===== src/rtl/stlc_pkg.sv =====
// Shared types and lamp constants for the two-approach intersection scheduler.
// PED_WALK is only reachable when the design is built with STLC_PED_EN.
package stlc_pkg;

    typedef enum logic [2:0] {
        ALL_RED  = 3'd0,
        A_GREEN  = 3'd1,
        A_YELLOW = 3'd2,
        B_GREEN  = 3'd3,
        B_YELLOW = 3'd4,
        PED_WALK = 3'd5
    } state_e;

    typedef enum logic {
        ROAD_A = 1'b0,
        ROAD_B = 1'b1
    } road_e;

    localparam logic [2:0] LAMP_RED = 3'b100;
    localparam logic [2:0] LAMP_YEL = 3'b010;
    localparam logic [2:0] LAMP_GRN = 3'b001;

    // Every state other than the road's own green/yellow shows red.
    function automatic logic [2:0] lamp_for(input state_e st, input road_e road);
        logic [2:0] lamp;
        lamp = LAMP_RED;
        if (road == ROAD_A) begin
            if (st == A_GREEN)  lamp = LAMP_GRN;
            if (st == A_YELLOW) lamp = LAMP_YEL;
        end else begin
            if (st == B_GREEN)  lamp = LAMP_GRN;
            if (st == B_YELLOW) lamp = LAMP_YEL;
        end
        return lamp;
    endfunction

endpackage


===== src/rtl/phase_timer.sv =====
// Saturating phase counter: clears on a state change, otherwise counts up,
// and flags when the count has reached the caller-selected limit.
module phase_timer #(
    parameter int CNT_W = 6
) (
    input  logic             clk,
    input  logic             rst_n,
    input  logic             clr_i,
    input  logic [CNT_W-1:0] limit_i,
    output logic [CNT_W-1:0] cnt_o,
    output logic             ge_o
);

    logic [CNT_W-1:0] cnt_q, cnt_d;

    always_comb begin
        cnt_d = cnt_q;
        if (clr_i)
            cnt_d = '0;
        else if (cnt_q != {CNT_W{1'b1}})
            cnt_d = cnt_q + CNT_W'(1);
    end

    always_ff @(posedge clk or negedge rst_n) begin
        if (!rst_n) cnt_q <= '0;
        else        cnt_q <= cnt_d;
    end

    assign cnt_o = cnt_q;
    assign ge_o  = (cnt_q >= limit_i);

endmodule


===== src/rtl/intersection_scheduler.sv =====
// Two-road junction scheduler: green/yellow/all-red sequencing with latched
// sensor requests and round-robin tie-break. STLC_PED_EN adds a walk phase.
module intersection_scheduler
    import stlc_pkg::*;
#(
    parameter int GREEN_MIN = 8,
    parameter int GREEN_MAX = 32,
    parameter int YELLOW_T  = 3,
    parameter int ALLRED_T  = 2,
    parameter int CNT_W     = 6
`ifdef STLC_PED_EN
    ,
    parameter int PED_T     = 10
`endif
) (
    input  logic       clk,
    input  logic       rst_n,
    input  logic       sens_a,
    input  logic       sens_b,
`ifdef STLC_PED_EN
    input  logic       ped_req,
    output logic       walk,
`endif
    output logic [2:0] light_a,
    output logic [2:0] light_b,
    output logic [2:0] phase,
    output logic [1:0] req_pend
);

    state_e           state_q, state_d;
    road_e            last_q, last_d;
    logic             req_a_q, req_a_d;
    logic             req_b_q, req_b_d;
    logic [CNT_W-1:0] cnt;
    logic [CNT_W-1:0] limit;
    logic             limit_hit;
    logic             max_hit;
    state_e           veh_next;

    phase_timer #(.CNT_W(CNT_W)) u_timer (
        .clk     (clk),
        .rst_n   (rst_n),
        .clr_i   (state_d != state_q),
        .limit_i (limit),
        .cnt_o   (cnt),
        .ge_o    (limit_hit)
    );

    assign max_hit = (cnt >= CNT_W'(GREEN_MAX - 1));

    always_comb begin
        limit = CNT_W'(ALLRED_T - 1);
        case (state_q)
            A_GREEN, B_GREEN:   limit = CNT_W'(GREEN_MIN - 1);
            A_YELLOW, B_YELLOW: limit = CNT_W'(YELLOW_T - 1);
`ifdef STLC_PED_EN
            PED_WALK:           limit = CNT_W'(PED_T - 1);
`endif
            default:            limit = CNT_W'(ALLRED_T - 1);
        endcase
    end

    // Vehicle choice out of all-red; ties go to the road served less recently.
    always_comb begin
        veh_next = ALL_RED;
        if (req_a_q && req_b_q)
            veh_next = (last_q == ROAD_A) ? B_GREEN : A_GREEN;
        else if (req_a_q)
            veh_next = A_GREEN;
        else if (req_b_q)
            veh_next = B_GREEN;
    end

`ifdef STLC_PED_EN
    logic ped_q, ped_d;

    always_comb begin
        ped_d = ped_q;
        if (ped_req) ped_d = 1'b1;
        if (state_d == PED_WALK && state_q != PED_WALK) ped_d = 1'b0;
    end

    always_ff @(posedge clk or negedge rst_n) begin
        if (!rst_n) ped_q <= 1'b0;
        else        ped_q <= ped_d;
    end

    assign walk = (state_q == PED_WALK);
`endif

    always_comb begin
        state_d = state_q;
        case (state_q)
            ALL_RED: begin
                if (limit_hit) begin
`ifdef STLC_PED_EN
                    state_d = ped_q ? PED_WALK : veh_next;
`else
                    state_d = veh_next;
`endif
                end
            end
            A_GREEN:  if (limit_hit && req_b_q && (!sens_a || max_hit)) state_d = A_YELLOW;
            A_YELLOW: if (limit_hit) state_d = ALL_RED;
            B_GREEN:  if (limit_hit && req_a_q && (!sens_b || max_hit)) state_d = B_YELLOW;
            B_YELLOW: if (limit_hit) state_d = ALL_RED;
`ifdef STLC_PED_EN
            PED_WALK: if (limit_hit) state_d = ALL_RED;
`endif
            default:  state_d = ALL_RED;
        endcase
    end

    // Clearing on green entry outranks a sensor still asserted that cycle.
    always_comb begin
        req_a_d = req_a_q;
        req_b_d = req_b_q;
        last_d  = last_q;
        if (sens_a && state_q != A_GREEN) req_a_d = 1'b1;
        if (sens_b && state_q != B_GREEN) req_b_d = 1'b1;
        if (state_d == A_GREEN && state_q != A_GREEN) begin
            req_a_d = 1'b0;
            last_d  = ROAD_A;
        end
        if (state_d == B_GREEN && state_q != B_GREEN) begin
            req_b_d = 1'b0;
            last_d  = ROAD_B;
        end
    end

    always_ff @(posedge clk or negedge rst_n) begin
        if (!rst_n) begin
            state_q <= ALL_RED;
            last_q  <= ROAD_B;
            req_a_q <= 1'b0;
            req_b_q <= 1'b0;
        end else begin
            state_q <= state_d;
            last_q  <= last_d;
            req_a_q <= req_a_d;
            req_b_q <= req_b_d;
        end
    end

    assign light_a  = lamp_for(state_q, ROAD_A);
    assign light_b  = lamp_for(state_q, ROAD_B);
    assign phase    = state_q;
    assign req_pend = {req_b_q, req_a_q};

endmodule


===== config.mk =====
export PLATFORM = sky130hd
export DESIGN_NAME = intersection_scheduler
export DESIGN_NICKNAME = d
export VERILOG_FILES = /design/src/rtl/stlc_pkg.sv /design/src/rtl/phase_timer.sv /design/src/rtl/intersection_scheduler.sv
export SDC_FILE = /design/constraint.sdc
export NUM_CORES = 1
export LEC_CHECK = 0
export CELL_PAD_IN_SITES_DETAIL_PLACEMENT = 0
export CELL_PAD_IN_SITES_GLOBAL_PLACEMENT = 1
export CORE_AREA = 3 3 50 52
export CTS_CLUSTER_SIZE = 24
export DETAILED_ROUTE_END_ITERATION = 7
export DIE_AREA = 0 0 53 55
export PLACE_DENSITY = 0.76
export SYNTH_ARGS = -nofsm -noshare
export SYNTH_HDL_FRONTEND = slang
export SYNTH_SLANG_ARGS = --single-unit

===== constraint.sdc =====
create_clock -name clk -period 3.7 [get_ports clk]
set_input_delay 0.74 -clock clk [delete_from_list [all_inputs] [get_ports clk]]
set_output_delay 0.74 -clock clk [all_outputs]
set_load 0.05 [all_outputs]

# Word-level counts from Yosys, hierarchy flattened
# Cells that the tools add are included.
# Widths: inputs -> output; s select.
[totals]
wordCells = 60
regBits = 12
output_inout_bits = 11
in_bits = 4
[op_classes]
eq_ne = 10
mux = 22
add_sub_neg = 1
order_cmp = 2
n_reduce_logical = 20
[op_table]
columns = ["op", "n"]
rows = [
  ["$mux 3", 8],
  ["$mux 6", 2],
  ["$pmux 3 s4", 1],
  ["$eq 3x2->1 const B", 3],
  ["$logic_and 1x1->1", 9],
  ["$mux 2", 4],
  ["$reduce_bool 2->1", 4],
  ["$add 6x1->6 const B", 1],
  ["$eq 3x1->1 const B", 2],
  ["$ge 6x3->1", 1],
  ["$ge 6x5->1 const B", 1],
  ["$mux 1", 6],
  ["$ne 6x6->1 const B", 1],
  ["$pmux 3 s2", 1],
  ["$reduce_or 2->1", 2],
  ["$eq 3x3->1 const B", 1],
  ["$logic_not 3->1", 1],
  ["$ne 3x1->1 const B", 1],
  ["$ne 3x2->1 const B", 1],
  ["$ne 3x3->1", 1],
  ["$logic_not 1->1", 2],
  ["$logic_or 1x1->1", 2],
]

# Depth between registers and ports, before layout
[logic_depth]
depth_word = 12
mapped_depth = 11
depth_no_buf = 10

# Hierarchy
# A second synthesis with hierarchy kept.
[unflattened]
cells_unflattened = 123
area_unflattened_um2 = 1044.8
[modules_own_cells]
columns = ["module", "area_each_um2", "cells_each", "n_inst"]
rows = [
  ["intersection_scheduler", 599.3, 75, 1],
  ["phase_timer", 445.4, 48, 1],
]

# Least setup slack after synthesis
# Ideal clock, no wire load.
[synth_timing]
path_type = "register to output"
from = "register state_q[1] (netlist: phase[1])"
to = "output light_b[2]"
arrival_ps = 2147
required_ps = 2960
path_stages_with_launch = 5
path_slack_ps = 813
path_cell_list = "dfrtp_1 -> buf_2 -> nand2b_1 -> nor2_1 -> nor2_1"
[synth_via]
elab_chain_cells = 3
word_cells_on_any_way = 4
cone_classes = "eq/ne (2); mux (2)"
[synth_rtl]
columns = ["item", "line_no", "rtl"]
rows = [
  ["from (decl)", "intersection_scheduler.sv:30", "state_e state_q, state_d;"],
  ["from (signal assigned)", "intersection_scheduler.sv:138", "state_q <= state_d;"],
  ["$eq 3x2->1", "stlc_pkg.sv:31", "if (st == B_GREEN) lamp = LAMP_GRN;"],
  ["$mux 3", "stlc_pkg.sv:31", ""],
  ["$mux 3 (*)", "stlc_pkg.sv:32", "if (st == B_YELLOW) lamp = LAMP_YEL;"],
  ["to (decl)", "intersection_scheduler.sv:25", "output logic [2:0] light_b,"],
]
# Every way passes the cells marked *; elsewhere a longest branch is shown, timed or not.

# Final worst setup path
[layout_timing]
from = "register state_q[0] (netlist: phase[0])"
to = "output light_b[0]"
# Same word-level chain as after synthesis.

==> impl_metrics.csv <==
group,metric,value,unit
finish,final_common_cell,"clkdlybuf4s50_1",
critical_path,path_cells,"inv_1, nor2_1, nand2_1, inv_1, clkdlybuf4s50_1",
synth,avgSynthCellArea,9.171,sq um
drt,dr.pass1.iters,4,
synth,synth_enable_flop_cells,0,
critical_path,max_stage_delay,0.80,ns
synth,synthDistinctLibCells,35,
drt,wl_per_cell,13.60,um
timing,final-hold-violation-count,0,
critical_path,crit_family,"buffers and inverters",
floorplan,rows,17,
status,status,"completed",
finish,drive_gt1_frac,0.1389,
critical_path,r2r_slack,1.13,ns
timing,finalMaxSlewViolations,0,
finish,final_nets,117,
global_route,grt_antenna_before_repair,0,
clock_tree,cts_resized,0,
timing,relSlewSlack,0.6313,
place,dp.cells,132,
synth,ys.warnings.count,0,
drt,vias,735,
synth,async_flop_share,1.000,
place,io_buffers,14,
timing,setup_viol,0,
run,maxCapViolations,0,
critical_path,path_buf_inv,3,
clock_tree,cts_buffer_depth,2,
worst_hold_path,hold_depth,2,
critical_path,crit_slowest_cell,"clkdlybuf4s50_1",
critical_path,crit_path_start_kind,"flop",
critical_path,critPathMaxFanout,9,
timing,min_period,2.914,ns
synth,syn_area,862.1,sq um
global_route,track_usage,0.1466,
critical_path,crit_arrival,2.17,ns
drt,routed_wl,1.850,mm
floorplan,ios,15,
worst_hold_path,holdCritStartpoint,"last_q$_DFFE_PN1P_",
clock_tree,cts_root_buffer,"clkbuf_4",
clock_tree,cts_buffers,3,
synth,ys.flop_type,"dfrtp_1",
critical_path,cp.required,2.96,ns
drt,drt-initial-drc-count,20,
drt,via_per_inst,5.404,
global_route,grt_max_degree,13,
timing,tightest_slew,0.5513,ns
floorplan,core_area,2148,sq um
critical_path,end_kind,"output pin",
floorplan,die_area,2915,sq um
critical_path,regToRegEndpoint,"u_timer.cnt_o[3]$_DFFE_PN0P_",
worst_hold_path,min_path_type,"flop to flop",
place,dpl.hpwl,1.434,mm
timing,fin_tns_setup,0,ns
critical_path,crit_top_cell,"inv_1",
clock_tree,path_clk_slew,0.08,ns
timing,fmax,343.2,MHz
clock_tree,h-tree-depth,1,
finish,final_cell_mix,"14 x clkdlybuf4s50_1, 11 x dfrtp_1, 8 x nor2_1, 8 x a21oi_1",
finish,final_cells,136,
global_route,overflow,0,
clock_tree,postCtsHoldBufs,0,
timing,fin_skew,0.001765,ns
synth,synth_fp_nets,102,
global_route,grt_pass1_wl,3.180,mm
critical_path,r2r-start,"phase[0]$_DFF_PN0_",
place,gp_congestion,0.9079,
floorplan,die_w,53,um
critical_path,reg2regPathDepth,10,
global_route,grt_pass1_vias,704,
critical_path,criticalPathCategory,"flop to output pin",
clock_tree,cts_sinks,12,
critical_path,startpoint,"phase[0]$_DFF_PN0_",
timing,period_share,0.7875,
clock_tree,tritoncts,"yes",
synth,syn_inst,94,
clock_tree,worstSkewPairLatency,0.26,ns
drt,drtAntennaViolNets,0,
floorplan,initial_core_util,0.4013,
floorplan,die_y,55,um
clock_tree,post-cts-setup-buffers,0,
worst_hold_path,holdPathEnd,"last_q$_DFFE_PN1P_",
finish,syn2layout_area_growth,21.33,%
synth,synth_seq_cells,12,
synth,seq_area_frac_synth,0.3498,
drt,drc,0,
timing,rsz0062_at_grt,"false",
finish,diodes,0,
Yosys cell counts (all sizes together) (2+ instances only):
cell type,instances,area [sq um]
buf,4,27.52
nand2b,4,25.02
o211ai,2,33.78
nand2,6,22.52
ha,4,50.05
nor3,6,30.03
nor2,8,30.03
and3,2,12.51
nand3,4,20.02
a31oi,3,18.77
dfrtp,11,275.3
o21ai,8,47.55
inv,6,22.52
a21oi,8,40.04
per-layer routing:
layer  global-route usage  vias up  wire, um
met5                    0        -         0
met4              0.02553        0         9
met3              0.02413        2        45
met2               0.2521       12       935
met1               0.1964      355       859
li1                     -      366         -
final cells by class:
type                            count  area (sq um)
Fill cell                         193          1102
Multi-Input combinational cell     72         510.5
Sequential cell                    12         301.5
Timing Repair Buffer               14         140.1
Clock buffer                        4         36.28
Tap cell                           28         35.03
Inverter                            6         22.52
tightest hold or removal path, stage by stage (launching register included):
cell and delay, ns:
dfstp_2 0.39, a21oi_1 0.11, a31oi_1 0.05
logic make-up (layout without fill, tap and decap cells):
kind of cell	count (synthesis)	count (layout)	synth area share
flip-flops	12	12	0.3498
multiplexers	2	2	0.02467
buffers and inverters	10	24	0.05805
adder cells (fa/ha/maj)	4	4	0.05806
AO/OA/AOI/OAI	27	27	0.2526
XOR/XNOR	2	2	0.02032
AND/OR/NAND/NOR	37	37	0.2366
worst max path at each step:
stage | endpoint | slack [ns] | cells after the start
2_1_floorplan | light_b[2] | 0.81 | 4
3_5_place_dp | light_b[0] | 1.09 | 5
3_3_place_gp | light_b[0] | 1.04 | 5
6_report | light_b[0] | 0.79 | 5
4_1_cts | light_b[0] | 0.78 | 5
5_1_grt | light_b[0] | 0.66 | 5
metrics by stage:
step	utilization	worst slack, ns	area, sq um	hold slack (ns)
CTS	0.4869	0.7798	1046	0.5414
floorplan	-	0.8127	862.1	0.4444
finish	0.4869	0.7862	1046	0.5408
global route	0.4869	0.6627	1046	0.5608
global placement	0.4700	1.044	1010	0.5250
detailed placement	0.4700	1.088	1010	0.5343
sequential cells by signal, summed over array words and instances (netlist names):
name,count
req_b_q,1
req_a_q,1
last_q,1
phase,3
u_timer.cnt_o,6
Power is not shown: default switching activity piles up to over one toggle a cycle in this logic, so the estimate is an artifact.
